===== src/rtl/vga_pkg.sv =====
// Shared VGA definitions: resolution, colour depth, screen IDs and blitter state encoding.
package vga_pkg;

  localparam int SCR_W    = 160;
  localparam int SCR_H    = 120;
  localparam int COLOUR_W = 3;

  localparam logic [1:0] SCR_TITLE = 2'd0;
  localparam logic [1:0] SCR_GAME  = 2'd1;
  localparam logic [1:0] SCR_WIN   = 2'd2;
  localparam logic [1:0] SCR_LOSE  = 2'd3;

  typedef enum logic [1:0] {
    ST_IDLE  = 2'd0,
    ST_FILL  = 2'd1,
    ST_DRAIN = 2'd2
  } blit_state_t;

endpackage


===== src/rtl/blit_delay_line.sv =====
// Resettable shift register that keeps {valid,x,y} aligned with ROM read latency.
module blit_delay_line #(
  parameter int W     = 1,
  parameter int DEPTH = 2
) (
  input  logic         Clock,
  input  logic         Reset,
  input  logic [W-1:0] din,
  output logic [W-1:0] dout
);

  logic [W-1:0] stage [DEPTH];

  // NOTE: every stage is cleared, not just valid, so a reset leaves no stale
  // coordinates behind; this keeps the line as flops rather than a RAM.
  always_ff @(posedge Clock) begin
    if (!Reset) begin
      for (int i = 0; i < DEPTH; i++) stage[i] <= '0;
    end else begin
      stage[0] <= din;
      for (int i = 1; i < DEPTH; i++) stage[i] <= stage[i-1];
    end
  end

  assign dout = stage[DEPTH-1];

endmodule


===== src/rtl/screen_blitter.sv =====
// Full-frame raster blitter: scans the frame, reads the selected screen ROM and plots it.
module screen_blitter
  import vga_pkg::*;
#(
  parameter int WIDTH       = SCR_W,
  parameter int HEIGHT      = SCR_H,
  parameter int XW          = 8,
  parameter int YW          = 7,
  parameter int ADDRW       = 15,
  parameter int CW          = COLOUR_W,
  parameter int NSCREENS    = 4,
  parameter int SELW        = 2,
  parameter int ROM_LATENCY = 1,
  parameter int AUTO_REDRAW = 1
) (
  input  logic                   Clock,
  input  logic                   Reset,
  input  logic                   start,
  input  logic [SELW-1:0]        screen_sel,
  output logic [ADDRW-1:0]       rom_addr,
  input  logic [NSCREENS*CW-1:0] rom_data,
  output logic [XW-1:0]          oX,
  output logic [YW-1:0]          oY,
  output logic [CW-1:0]          oColour,
  output logic                   plot,
  output logic                   busy,
  output logic                   done
);

  localparam int DW = $clog2(ROM_LATENCY + 1) + 1;
  localparam int PW = 1 + XW + YW;

  blit_state_t     state, state_next;
  logic [XW-1:0]   x_cnt;
  logic [YW-1:0]   y_cnt;
  logic [DW-1:0]   drain_cnt;
  logic [SELW-1:0] act_sel, last_sel;
  logic            pending;
  logic            sel_changed, go, last_x, last_y, drain_end;
  logic [PW-1:0]   pipe_in, pipe_out;
  logic            d_valid;
  logic [XW-1:0]   d_x;
  logic [YW-1:0]   d_y;
  logic [CW-1:0]   colour_mux;

  assign sel_changed = (AUTO_REDRAW != 0) && (screen_sel != last_sel);
  assign go          = start || pending || sel_changed;
  assign last_x      = (x_cnt == XW'(WIDTH - 1));
  assign last_y      = (y_cnt == YW'(HEIGHT - 1));
  assign drain_end   = (drain_cnt == DW'(ROM_LATENCY));
  assign busy        = (state == ST_FILL) || (state == ST_DRAIN);

  // NOTE: assign every always_comb output a default first so no path leaves it
  // unassigned, which would infer a latch.
  always_comb begin
    state_next = state;
    case (state)
      ST_IDLE:  if (go) state_next = ST_FILL;
      ST_FILL:  if (last_x && last_y) state_next = ST_DRAIN;
      ST_DRAIN: if (drain_end) state_next = ST_IDLE;
      default:  state_next = ST_IDLE;
    endcase
  end

  // NOTE: reset here is synchronous (sampled on Clock), and all state uses
  // non-blocking assignments so every flop sees pre-edge values.
  always_ff @(posedge Clock) begin
    if (!Reset) begin
      state     <= ST_IDLE;
      x_cnt     <= '0;
      y_cnt     <= '0;
      drain_cnt <= '0;
      act_sel   <= '0;
      last_sel  <= screen_sel;
      pending   <= 1'b0;
      rom_addr  <= '0;
      done      <= 1'b0;
    end else begin
      state <= state_next;
      done  <= (state == ST_DRAIN) && drain_end;
      case (state)
        ST_IDLE: begin
          if (go) begin
            act_sel  <= screen_sel;
            last_sel <= screen_sel;
            pending  <= 1'b0;
            x_cnt    <= '0;
            y_cnt    <= '0;
          end
        end
        ST_FILL: begin
          rom_addr  <= ADDRW'(y_cnt) * ADDRW'(WIDTH) + ADDRW'(x_cnt);
          drain_cnt <= '0;
          if (last_x) begin
            x_cnt <= '0;
            if (!last_y) y_cnt <= y_cnt + 1'b1;
          end else begin
            x_cnt <= x_cnt + 1'b1;
          end
          if (start || sel_changed) pending <= 1'b1;
        end
        ST_DRAIN: begin
          drain_cnt <= drain_cnt + 1'b1;
          if (start || sel_changed) pending <= 1'b1;
        end
        default: ;
      endcase
    end
  end

  // Coordinates ride alongside the ROM access so they meet the returned colour.
  assign pipe_in = {state == ST_FILL, x_cnt, y_cnt};

  blit_delay_line #(
    .W     (PW),
    .DEPTH (ROM_LATENCY + 1)
  ) u_delay (
    .Clock (Clock),
    .Reset (Reset),
    .din   (pipe_in),
    .dout  (pipe_out)
  );

  assign {d_valid, d_x, d_y} = pipe_out;

  // Out-of-range screen selects fall through to black.
  always_comb begin
    colour_mux = '0;
    for (int i = 0; i < NSCREENS; i++)
      if (32'(act_sel) == i) colour_mux = rom_data[i*CW +: CW];
  end

  always_ff @(posedge Clock) begin
    if (!Reset) begin
      plot    <= 1'b0;
      oX      <= '0;
      oY      <= '0;
      oColour <= '0;
    end else begin
      plot <= d_valid;
      if (d_valid) begin
        oX      <= d_x;
        oY      <= d_y;
        oColour <= colour_mux;
      end
    end
  end

endmodule


===== config.mk =====
export PLATFORM = sky130hd
export DESIGN_NAME = screen_blitter
export DESIGN_NICKNAME = d
export VERILOG_FILES = /design/src/rtl/vga_pkg.sv /design/src/rtl/blit_delay_line.sv /design/src/rtl/screen_blitter.sv
export SDC_FILE = /design/constraint.sdc
export NUM_CORES = 1
export LEC_CHECK = 0
export CORE_UTILIZATION = 49
export DETAILED_ROUTE_END_ITERATION = 10
export PLACE_DENSITY_LB_ADDON = 0.1
export SLEW_MARGIN = 20
export SYNTH_ARGS = -nofsm -noshare
export SYNTH_HDL_FRONTEND = slang
export SYNTH_SLANG_ARGS = --single-unit

===== constraint.sdc =====
create_clock -name Clock -period 2.32 [get_ports Clock]
set_clock_uncertainty 0.15 [all_clocks]
set_input_delay 0.232 -clock Clock [delete_from_list [all_inputs] [get_ports Clock]]
set_output_delay 0.232 -clock Clock [all_outputs]
set_load 0.01 [all_outputs]

==> metrics.log, run 1 <==
[metrics] std cell rows: 31
[metrics] synth-to-layout area growth: 28.70%
[metrics] Post-Synthesis Cells: 376
[metrics] Overflow after GRT: 0
[metrics] final period utilization: 101.1%
[metrics] effective utilization at floorplan: 51.70%
[metrics] area of the die: 8132 sq um
[metrics] headroom to the max-slew limit: 75.44%
[metrics] fraction of layout cells with a size suffix above 1: 15.71%
[metrics] number of nets in the layout: 486
[metrics] maximum number of pins on one net before global-route repair: 22
[metrics] routed wire length: about 7500 um
[metrics] post-synthesis instance area: 3810 sq um
[metrics] overall die height: around 90 um
[metrics] wire length of the first global-routing pass: 12340 um
[metrics] number of warnings printed during yosys synthesis: 0
[metrics] count of hold-fix buffers inserted at cts: 0
[metrics] pre-CTS setup slack: -35.79 ps
[metrics] setup violators final: 1
[metrics] clock transition at the registers of the reported paths: 90 ps
[metrics] drt wl/cell: 13.57 um
[metrics] Net Switching: 0.001189 W
[metrics] CTS H-tree depth: 3
[metrics] global placement routability congestion: 0.8603
[metrics] clk_lat worst skew: 350 ps
[metrics] sequential standard cell area: roughly 1800 sq um
[metrics] Netlist cell types: 48
[metrics] data arrival time of the critical path: 2440 ps
[metrics] portion of total power attributed to the clock network: 27.7%
[metrics] Hold Fails Final Rpt: 0
[metrics] failing checks: setup timing
[metrics] # Max-Cap Violations: 0
[metrics] transition at the pin with the smallest max-transition slack: 368.5 ps
[metrics] data required time of the worst path: 2410 ps
[metrics] die span in x: 90.18 um
[metrics] half-perimeter wire length after placement: 5147 um
[metrics] CTS tree: done
[metrics] number of antenna cells inserted: 0
[metrics] remaining antenna violation count: 0
[metrics] total of buffers placed on input and output ports: 52
[metrics] Initial DRT Pass Iterations: 4
[metrics] number of vias per cell after detailed routing: 5.143
[metrics] number of global-route vias before repair: ~2700
[metrics] kind of critical path: flip-flop to flip-flop
[metrics] final critical-path required period: 2345 ps
[metrics] setup repair after global routing missed its margin: yes
[metrics] proportion of total power due to net switching: 30.54%
[metrics] sequential area share after synthesis: 48.34%
[metrics] P_int: around 0.0027 W
[metrics] core occupancy in the finished layout: between 60% and 70%
[metrics] Layout fillers: 618
[metrics] number of antenna violations at the first check in global routing: 0
[metrics] power density normalized to cell area: 794.0 nW/um^2
[metrics] total area of multi-input combinational cells: 1964 sq um
[metrics] relative contribution of sequential cells to total power: 45.6%
[metrics] top area cells in the synthesized netlist: dfxtp_1, mux2i_1, ha_1
[metrics] Peak supply drop: 0.3678 mV
[metrics] number of vias in the routed layout: roughly 2800
[metrics] Longest Clk Path Bufs: 2
[metrics] net count of the mapped netlist: 414
[metrics] total clock buffers created by CTS: 9
[metrics] post-layout total power: roughly 0.0039 W
[metrics] Top-Level Pins: 53
[metrics] standby leakage power: 1.896 nW
[metrics] Fmax: 0.4264 GHz
[metrics] Min-Delay Path Class: flip-flop to flip-flop
[metrics] final worst slack: -25.19 ps
[metrics] clk sink count: 91
[metrics] overall routing resource usage: around a fifth
[metrics] master cell of the clock root buffer: clkbuf_8
[metrics] placeable core region: 7370 sq um
[metrics] endpoint type of the worst setup path: flip-flop
[metrics] number of pins exceeding their max-slew limit in the final report: 0
[metrics] 1st-iter DRT viols: 125
[metrics] DRC violations left: 0
[metrics] cell type contributing the most total cell area after synthesis: dfxtp_1
[metrics] Synth Area per Inst: a little over 10 sq um
[metrics] combinational fraction of design power: 26.8%
[metrics] number of synthesized register bits: 91
[metrics] CP Launch Type: flip-flop
[metrics] area share of the leading cell type in the synthesized netlist: 46.77%
[metrics] outcome: finished, violations left
[metrics] maximum fanout along the worst path: 3
[cells in the final DEF (no fill, tap or decap), types with 8 or more instances in the layout]
cell	instances
dfxtp_1	86
nor2_1	58
clkdlybuf4s50_1	52
mux2i_1	30
and2_1	29
buf_4	25
ha_1	14
nand2_1	13
inv_1	12
xnor2_1	10
nand3_1	10
clkbuf_8	10
xor2_1	9
a21oi_1	8
[kinds of logic after synthesis]
| family | share of synthesized area, % |
|---|---|
| DFF | 48.34 |
| adders and majority gates | 7.291 |
| buffers and inverters | 3.153 |
| AOI/OAI and AO/OA | 8.539 |
| and+or+nand+nor | 17.93 |
| muxes | 9.951 |
| xor gates and xnor gates | 4.795 |
[worst paths after layout]
kind | startpoint | end | slack, ps | cells past startpoint
worst min-delay path | u_delay.stage[0][6]$_SDFF_PN0_ | u_delay.stage[0][22]$_SDFF_PN0_ | 280 | 1
worst max register to register | y_cnt[1]$_SDFFE_PN0P_ | rom_addr[13]$_SDFFE_PN0P_ | -30 | 8
worst max-delay path | y_cnt[1]$_SDFFE_PN0P_ | rom_addr[13]$_SDFFE_PN0P_ | -30 | 8
worst min register to register | u_delay.stage[0][6]$_SDFF_PN0_ | u_delay.stage[0][22]$_SDFF_PN0_ | 280 | 1
[stage by stage]
stage	hold slack, ps	cells	TNS, ps	instance area, sq um
floorplan	180.9	376	0	3821
global placement	264.0	528	0	4529
detailed placement	266.9	528	-99.91	4529
CTS	274.9	548	0	4787
global route	297.4	551	-215.1	4903
finish	279.1	551	-25.19	4903
[worst max-delay path, stage by stage (launching register included)]
cell and delay (ps):
dfxtp_2 340, ha_4 240, ha_4 150, fa_2 390, xor2_4 190, o2111ai_2 180, nor4_2 340, xnor2_1 170
a21oi_1 80
[metal layers]
metal | up-vias | GRT usage, % | routed length, um
li1 | 1428 | - | -
met1 | 1306 | 24.79 | 3629
met2 | 81 | 29.58 | 3396
met3 | 19 | 3.976 | 311
met4 | 0 | 8.065 | 139
met5 | - | 0 | 0
[final cells by class]
class | instances | share of cell area, %
sequential | 91 | 37.69
timing repair buffer | 78 | 14.67
multi-input combinational | 255 | 40.06
clock buffer | 10 | 2.807
tap | 99 | 2.526
inverter | 13 | 0.9952
clock inverter | 5 | 1.250
[registers in the layout, summed over array words and instances, names as in the netlist, 2 cells and up]
signal / cells
x_cnt: 8
oY: 7
rom_addr: 15
u_delay.stage: 32
drain_cnt: 2
act_sel: 2
y_cnt: 7
oX: 8
last_sel: 2
state: 2
oColour: 3
[synth_stat cells (all sizes together)]
library cell	n
nand2	13
nand2b	3
or4b	1
a311oi	1
o21ai	10
mux2i	30
nor2	60
a22o	1
mux2	1
and3	4
nand3	10
o22ai	2
a32oi	1
clkbuf	11
nor3	2
and4	2
a31oi	2
nor2b	3
ha	19
a41o	1
o21ba	2
xnor2	10
o21a	2
inv	13
and2	29
a21o	2
a41oi	1
a211oi	5
nor3b	2
o311ai	1
o41ai	1
a21bo	1
buf	6
edfxtp	2
nor4	2
xor2	10
o221a	1
o2111ai	1
fa	2
nand4	6
dfxtp	89
a21oi	8
mux4	3
[power groups by stage]
stage | clock network, W | logic [W] | registers, W
floorplan | 0 | 0.000664 | 0.00183
global placement | 0 | 0.00102 | 0.00181
detailed placement | 0 | 0.00103 | 0.00181
CTS | 0.00110 | 0.00104 | 0.00178
global route | 0.00117 | 0.00114 | 0.00179
finish | 0.00108 | 0.00104 | 0.00177
[timing repair]
item | CTS | global route
gates resized for setup | 4 | 17
setup endpoints to repair | 3 | 4
pin swaps | 8 | 8
hold endpoints to repair | 0 | 0
setup buffers | 5 | 3
Note: power is estimated with default switching activity, not from simulation.
==> run 2: changes to the inputs <==
--- a/config.mk
+++ b/config.mk
@@ -8,7 +8,9 @@
 export CORE_UTILIZATION = 49
 export DETAILED_ROUTE_END_ITERATION = 10
 export PLACE_DENSITY_LB_ADDON = 0.1
+export SKIP_CTS_REPAIR_TIMING = 1
 export SLEW_MARGIN = 20
 export SYNTH_ARGS = -nofsm -noshare
 export SYNTH_HDL_FRONTEND = slang
+export SYNTH_HIERARCHICAL = 1
 export SYNTH_SLANG_ARGS = --single-unit
==> metrics.log, run 2 <==
[metrics] outcome: finished, violations left
[metrics] failing checks: setup timing
[metrics] wire length of the first global-routing pass: 12430 um
[metrics] number of enable-type register cells in the synthesized netlist: 2
[metrics] net count of the mapped netlist: 429
[metrics] P_int: 0.002717 W
[metrics] maximum fanout along the worst path: 4
[metrics] number of cell instances on the worst register-to-register path: 8
[metrics] master cell of the clock root buffer: clkbuf_8
[metrics] area of the die: 8477 sq um
[metrics] most flop-heavy register: u_delay/stage
[metrics] standby leakage power: 1.902 nW
[metrics] post-synthesis instance area: between 3000 and 4000 sq um
[metrics] Fmax: between 0.4 and 0.5 GHz
[metrics] number of global-route vias before repair: 2696
[metrics] Peak supply drop: 0.4284 mV
[metrics] largest registers ranked by flip-flop count: u_delay/stage x32, rom_addr x15
[metrics] 1st-iter DRT viols: 107
[metrics] number of nets in the layout: between 400 and 500
[metrics] power density normalized to cell area: 779.5 nW/um^2
[metrics] relative contribution of sequential cells to total power: 45.4%
[metrics] Hold Fails Final Rpt: 0
[metrics] number of antenna violations at the first check in global routing: 0
[metrics] Post-Synthesis Cells: ~400
[metrics] Overflow after GRT: 0
[metrics] headroom to the max-slew limit: about two thirds
[metrics] number of synthesized register bits: about 90
[metrics] most numerous cell in the Yosys netlist: dfxtp_1
[metrics] leading post-synthesis cells by instance count: dfxtp_1, nor2_1, and2_2
[metrics] CP Launch Type: flip-flop
[metrics] kind of critical path: flip-flop to flip-flop
[metrics] effective utilization at floorplan: 51.18%
[metrics] Longest Clk Path Bufs: 2
[metrics] synth-to-layout area growth: 25.72%
[metrics] fraction of layout cells with a size suffix above 1: 22.89%
[metrics] number of pins exceeding their max-slew limit in the final report: 0
[metrics] transition at the pin with the smallest max-transition slack: 506.2 ps
[metrics] final critical-path required period: 2349 ps
[metrics] Net Switching: 0.001178 W
[metrics] Initial DRT Pass Iterations: 4
[metrics] DRC violations left: 0
[metrics] std cell rows: 32
[metrics] total clock buffers created by CTS: 9
[metrics] placeable core region: a little under 8000 sq um
[metrics] area share of the leading cell type in the synthesized netlist: 44.82%
[metrics] post-layout total power: 0.003895 W
[metrics] CTS tree: done
[metrics] fin area: 4997 sq um
[metrics] setup repair after global routing missed its margin: yes
[metrics] overall die height: ~92 um
[metrics] die span in x: ~92 um
[metrics] worst-case hold path end point: u_delay/stage[0][26]$_SDFF_PN0_
[metrics] proportion of total power due to net switching: 30.25%
[metrics] placed cells: roughly 540
[metrics] data required time of the worst path: approximately 2400 ps
[metrics] start of the worst register-to-register path: y_cnt[3]$_SDFFE_PN0P_
[metrics] total of buffers placed on input and output ports: 52
[metrics] worst hold path stage count: 1
[metrics] startpoint of the most critical hold path: u_delay/stage[0][10]$_SDFF_PN0_
[metrics] maximum number of pins on one net before global-route repair: 48
[metrics] top area cells in the synthesized netlist: dfxtp_1, mux2i_1, and2_2
[metrics] number of vias per cell after detailed routing: 5.065
[metrics] Min-Delay Path Class: flip-flop to flip-flop
[metrics] remaining antenna violation count: 0
[metrics] clock transition at the registers of the reported paths: approximately 90 ps
[metrics] sequential area share after synthesis: 46.33%
[metrics] cell type contributing the most total cell area after synthesis: dfxtp_1
[metrics] data arrival time of the critical path: around 2500 ps
[metrics] number of vias in the routed layout: about 2800
[metrics] half-perimeter wire length after placement: 5355 um
[metrics] overall routing resource usage: 18.64%
[metrics] most frequent cells in the layout: dfxtp_1, nor2_1, clkdlybuf4s50_1
[metrics] setup violators final: 2
[metrics] final worst slack: -29.03 ps
[metrics] TNS Setup: -45.34 ps
[metrics] combinational fraction of design power: around a quarter
[metrics] Netlist cell types: 53
[metrics] global placement routability congestion: 0.7824
[metrics] number of warnings printed during yosys synthesis: 6
[metrics] Synth Area per Inst: 10.17 sq um
[metrics] drt wl/cell: between 10 and 15 um
[metrics] setup slack of the worst register-to-register path: -30 ps
[metrics] endpoint type of the worst setup path: flip-flop
[metrics] clk_lat worst skew: between 300 and 400 ps
[metrics] final period utilization: 101.3%
[metrics] commonest non-fill, non-tap cell in the layout: dfxtp_1
[metrics] clk sink count: 91
[metrics] Top-Level Pins: 53
[metrics] routed wire length: 7700 um
[metrics] # Max-Cap Violations: 0
[metrics] number of antenna cells inserted: 0
[metrics] portion of total power attributed to the clock network: around 29%
[metrics] endpoint of the lowest-slack register-to-register path: rom_addr[13]$_SDFFE_PN0P_
[metrics] post-detailed-placement cell area: 4636 sq um
[metrics] share of synthesized flip-flops with an asynchronous set or reset: 0%
[metrics] flip-flop count of the largest register after layout: 32
[metrics] non-filler cells in the finished layout: 552
[metrics] Hold WS: 298.2 ps
[metrics] CTS H-tree depth: 3
[metrics] commonest register cell after synthesis: dfxtp_1
[run 2: changes by cell type after synthesis, moves of 7 or more]
cell	before	now
and2_1	29	5
clkbuf_1	11	4
buf_4	0	17
nor2_1	60	53
and2_2	0	32
[run 2: worst max-delay path, cell delays in order (launching register included)]
cell	delay, ps
dfxtp_4	370
ha_4	220
ha_4	160
fa_2	400
xor2_4	250
o2111ai_4	170
nor4_4	280
xnor2_1	160
a21oi_1	80
[run 2: how the worst max path moves through the flow]
| stage | from | to | slack [ps] |
|---|---|---|---|
| after floorplan | y_cnt[3]$_SDFFE_PN0P_ | rom_addr[13]$_SDFFE_PN0P_ | 20 |
| after global placement | y_cnt[1]$_SDFFE_PN0P_ | rom_addr[13]$_SDFFE_PN0P_ | -6 |
| after detailed placement | y_cnt[2]$_SDFFE_PN0P_ | rom_addr[13]$_SDFFE_PN0P_ | -180 |
| after CTS | y_cnt[2]$_SDFFE_PN0P_ | rom_addr[14]$_SDFFE_PN0P_ | -190 |
| after global routing | y_cnt[3]$_SDFFE_PN0P_ | rom_addr[13]$_SDFFE_PN0P_ | -120 |
| final | y_cnt[3]$_SDFFE_PN0P_ | rom_addr[13]$_SDFFE_PN0P_ | -30 |
[run 2: kinds of logic (layout without fill, tap and decap cells)]
family                   count (synthesis)  after routing  synth area share, %
AO/OA/AOI/OAI                           46             46                8.562
XOR/XNOR                                18             18                3.966
adder cells (fa/ha/maj)                 21             21                6.988
buffers and inverters                   41            100                5.665
flip-flops                              91             91                46.33
multiplexers                            32             32                9.065
AND/OR/NAND/NOR                        142            142                19.42
[run 2: area by class of cell]
class | count | area, sq um
Fill cell | 633 | 2770
Multi-Input combinational cell | 259 | 2082
Sequential cell | 91 | 1852
Timing Repair Buffer | 74 | 685.7
Clock buffer | 10 | 148.9
Tap cell | 102 | 127.6
Clock inverter | 5 | 60.06
Inverter | 11 | 41.29
[run 2: stage by stage]
stage	worst slack [ps]	util, %
after floorplan	17.76	-
after global placement	-5.557	59.68
after detailed placement	-183.7	59.68
after CTS	-192.7	62.37
after global routing	-124.7	64.34
final	-29.03	64.34
[run 2: power groups by stage]
| stage | Sequential, W | Clock (W) | Combinational, W |
|---|---|---|---|
| final | 0.00177 | 0.00111 | 0.00101 |
| after global routing | 0.00179 | 0.00121 | 0.00111 |
| after CTS | 0.00177 | 0.00114 | 0.00102 |
| after detailed placement | 0.00181 | 0 | 0.00101 |
| after global placement | 0.00180 | 0 | 0.000997 |
| after floorplan | 0.00182 | 0 | 0.000658 |
[run 2: layer usage]
layer	vias up	global-route usage [%]	wire (um)
met5	-	0	0
met4	0	8.854	142
met3	15	3.400	232
met2	51	30.35	3656
met1	1299	23.83	3668
li1	1431	-	-
==> run 3: changes to the inputs <==
--- a/config.mk
+++ b/config.mk
@@ -8,6 +8,7 @@
 export CORE_UTILIZATION = 49
 export DETAILED_ROUTE_END_ITERATION = 10
 export PLACE_DENSITY_LB_ADDON = 0.1
+export SETUP_SLACK_MARGIN = 0.1
 export SKIP_CTS_REPAIR_TIMING = 1
 export SLEW_MARGIN = 20
 export SYNTH_ARGS = -nofsm -noshare
==> metrics.log, run 3 (synthesis gave the netlist of run 2 again) <==
[metrics] outcome: finished, violations left
[metrics] failing checks: setup timing
[metrics] Overflow after GRT: 0
[metrics] overall routing resource usage: 18.11%
[metrics] Hold Fails Final Rpt: 0
[metrics] setup violators final: 2
[metrics] non-filler cells in the finished layout: 553
[metrics] CP Launch Type: flip-flop
[metrics] start of the worst register-to-register path: y_cnt[3]$_SDFFE_PN0P_
[metrics] clk_lat worst skew: 340 ps
[metrics] effective utilization at floorplan: 51.18%
[metrics] pre-CTS setup slack: -68.50 ps
[metrics] largest registers ranked by flip-flop count: u_delay/stage x32, rom_addr x15
[metrics] Min-Delay Path Class: flip-flop to flip-flop
[metrics] clk sink count: 91
[metrics] Worst path max stage delay: 420 ps
[metrics] CTS tree: done
[metrics] half-perimeter wire length after placement: 5269 um
[metrics] post-layout total power: 0.003885 W
[metrics] fin area: 4972 sq um
[metrics] CTS H-tree depth: 3
[metrics] number of antenna cells inserted: 0
[metrics] headroom to the max-slew limit: 68.40%
[metrics] overall die height: 92.07 um
[metrics] startpoint of the most critical hold path: u_delay/stage[0][10]$_SDFF_PN0_
[metrics] most flop-heavy register: u_delay/stage
[metrics] data arrival time of the critical path: around 2400 ps
[metrics] Initial DRT Pass Iterations: 4
[metrics] setup slack of the worst register-to-register path: -5 ps
[metrics] total of buffers placed on input and output ports: 52
[metrics] number of vias in the routed layout: 2784
[metrics] Top-Level Pins: 53
[metrics] synth-to-layout area growth: 25.09%
[metrics] number of vias per cell after detailed routing: 5.034
[metrics] maximum fanout along the worst path: 3
[metrics] area of the die: 8477 sq um
[metrics] number of global-route vias before repair: 2633
[metrics] die span in x: about 92 um
[metrics] commonest non-fill, non-tap cell in the layout: dfxtp_1
[metrics] placeable core region: 7767 sq um
[metrics] remaining antenna violation count: 0
[metrics] Fmax: around 0.43 GHz
[metrics] Most Frequent Cell on Critical Path: ha_4
[metrics] endpoint type of the worst setup path: flip-flop
[metrics] maximum number of pins on one net before global-route repair: between 40 and 50
[metrics] 1st-iter DRT viols: 117
[metrics] power density normalized to cell area: 781.4 nW/um^2
[metrics] flip-flop count of the largest register after layout: 32
[metrics] Peak supply drop: 0.4021 mV
[metrics] final critical-path required period: 2325 ps
[metrics] cell at the slowest stage of the critical path: fa_2
[metrics] routed wire length: ~7600 um
[metrics] final period utilization: 100.2%
[metrics] clock transition at the registers of the reported paths: 100 ps
[metrics] post-detailed-placement cell area: between 4000 and 5000 sq um
[metrics] standby leakage power: about 1.9 nW
[metrics] DRC violations left: 0
[metrics] placed cells: 535
[metrics] std cell rows: 32
[metrics] number of pins exceeding their max-slew limit in the final report: 0
[metrics] final worst slack: -4.692 ps
[metrics] fraction of layout cells with a size suffix above 1: 23.28%
[metrics] kind of critical path: flip-flop to flip-flop
[metrics] Hold WS: around 300 ps
[metrics] global placement routability congestion: 0.7883
[metrics] number of antenna violations at the first check in global routing: 0
[metrics] Longest Clk Path Bufs: 2
[metrics] transition at the pin with the smallest max-transition slack: 474.0 ps
[metrics] total clock buffers created by CTS: 9
[metrics] wire length of the first global-routing pass: between 10000 and 15000 um
[metrics] Setup crit start: y_cnt[3]$_SDFFE_PN0P_
[metrics] most frequent cells in the layout: dfxtp_1, clkdlybuf4s50_1, nor2_1
[metrics] number of nets in the layout: about 480
[metrics] setup repair after global routing missed its margin: yes
[metrics] critical path, cell by cell: ha_4 > ha_4 > fa_2 > a211oi_4 > buf_4 > o21ba_4 > nor2_2 > xnor2_1 > a21oi_1
[metrics] # Max-Cap Violations: 0
[metrics] drt wl/cell: 13.74 um
[metrics] data required time of the worst path: between 2000 and 2500 ps
[metrics] master cell of the clock root buffer: clkbuf_8
-- run 3: path summary, 6_finish.rpt --
kind / to / cells after the start
setup / recovery: rom_addr[12]$_SDFFE_PN0P_ / 9
hold / removal: u_delay/stage[0][26]$_SDFF_PN0_ / 1
hold reg to reg: u_delay/stage[0][26]$_SDFF_PN0_ / 1
setup reg to reg: rom_addr[12]$_SDFFE_PN0P_ / 9
-- run 3: area by class of cell --
type / instances / area (sq um)
multi-input cells: 259 / 2067
fillers: 674 / 2795
well taps: 102 / 127.6
flip-flops and latches: 91 / 1853
repair buffers: 74 / 685.7
clock inverters: 6 / 70.07
inverters: 11 / 41.29
clock buffers: 10 / 127.6
-- run 3: report_power, final --
part | total, W | leakage (nW) | internal, W | switching, W
clock network | 0.00107 | 0.0978 | 0.000509 | 0.000561
logic | 0.00105 | 1.06 | 0.000488 | 0.000558
registers | 0.00177 | 0.743 | 0.00169 | 0.0000788
total | 0.00389 | 1.90 | 0.00269 | 0.00120
-- run 3: critical path: cells and delay by family, from the launching register on --
kind	cells	cell delay (ps)
buffers and inverters	1	170
AND/OR/NAND/NOR	1	50
AO/OA/AOI/OAI	3	540
flip-flops	1	360
XOR/XNOR	1	140
adder cells (fa/ha/maj)	3	820
-- run 3: through the flow --
| stage | utilization (%) | setup TNS, ps |
|---|---|---|
| after detailed placement | 59.91 | -208.7 |
| after CTS | 62.45 | -330.3 |
| after global placement | 59.91 | -36.22 |
| after global routing | 64.01 | -259.2 |
| after floorplan | - | 0 |
| final | 64.01 | -7.516 |
-- run 3: layer usage --
metal | wire length (um) | global-route usage (%)
met5 | 0 | 0
met4 | 63 | 6.250
met3 | 281 | 3.566
met2 | 3588 | 29.73
met1 | 3662 | 23.74
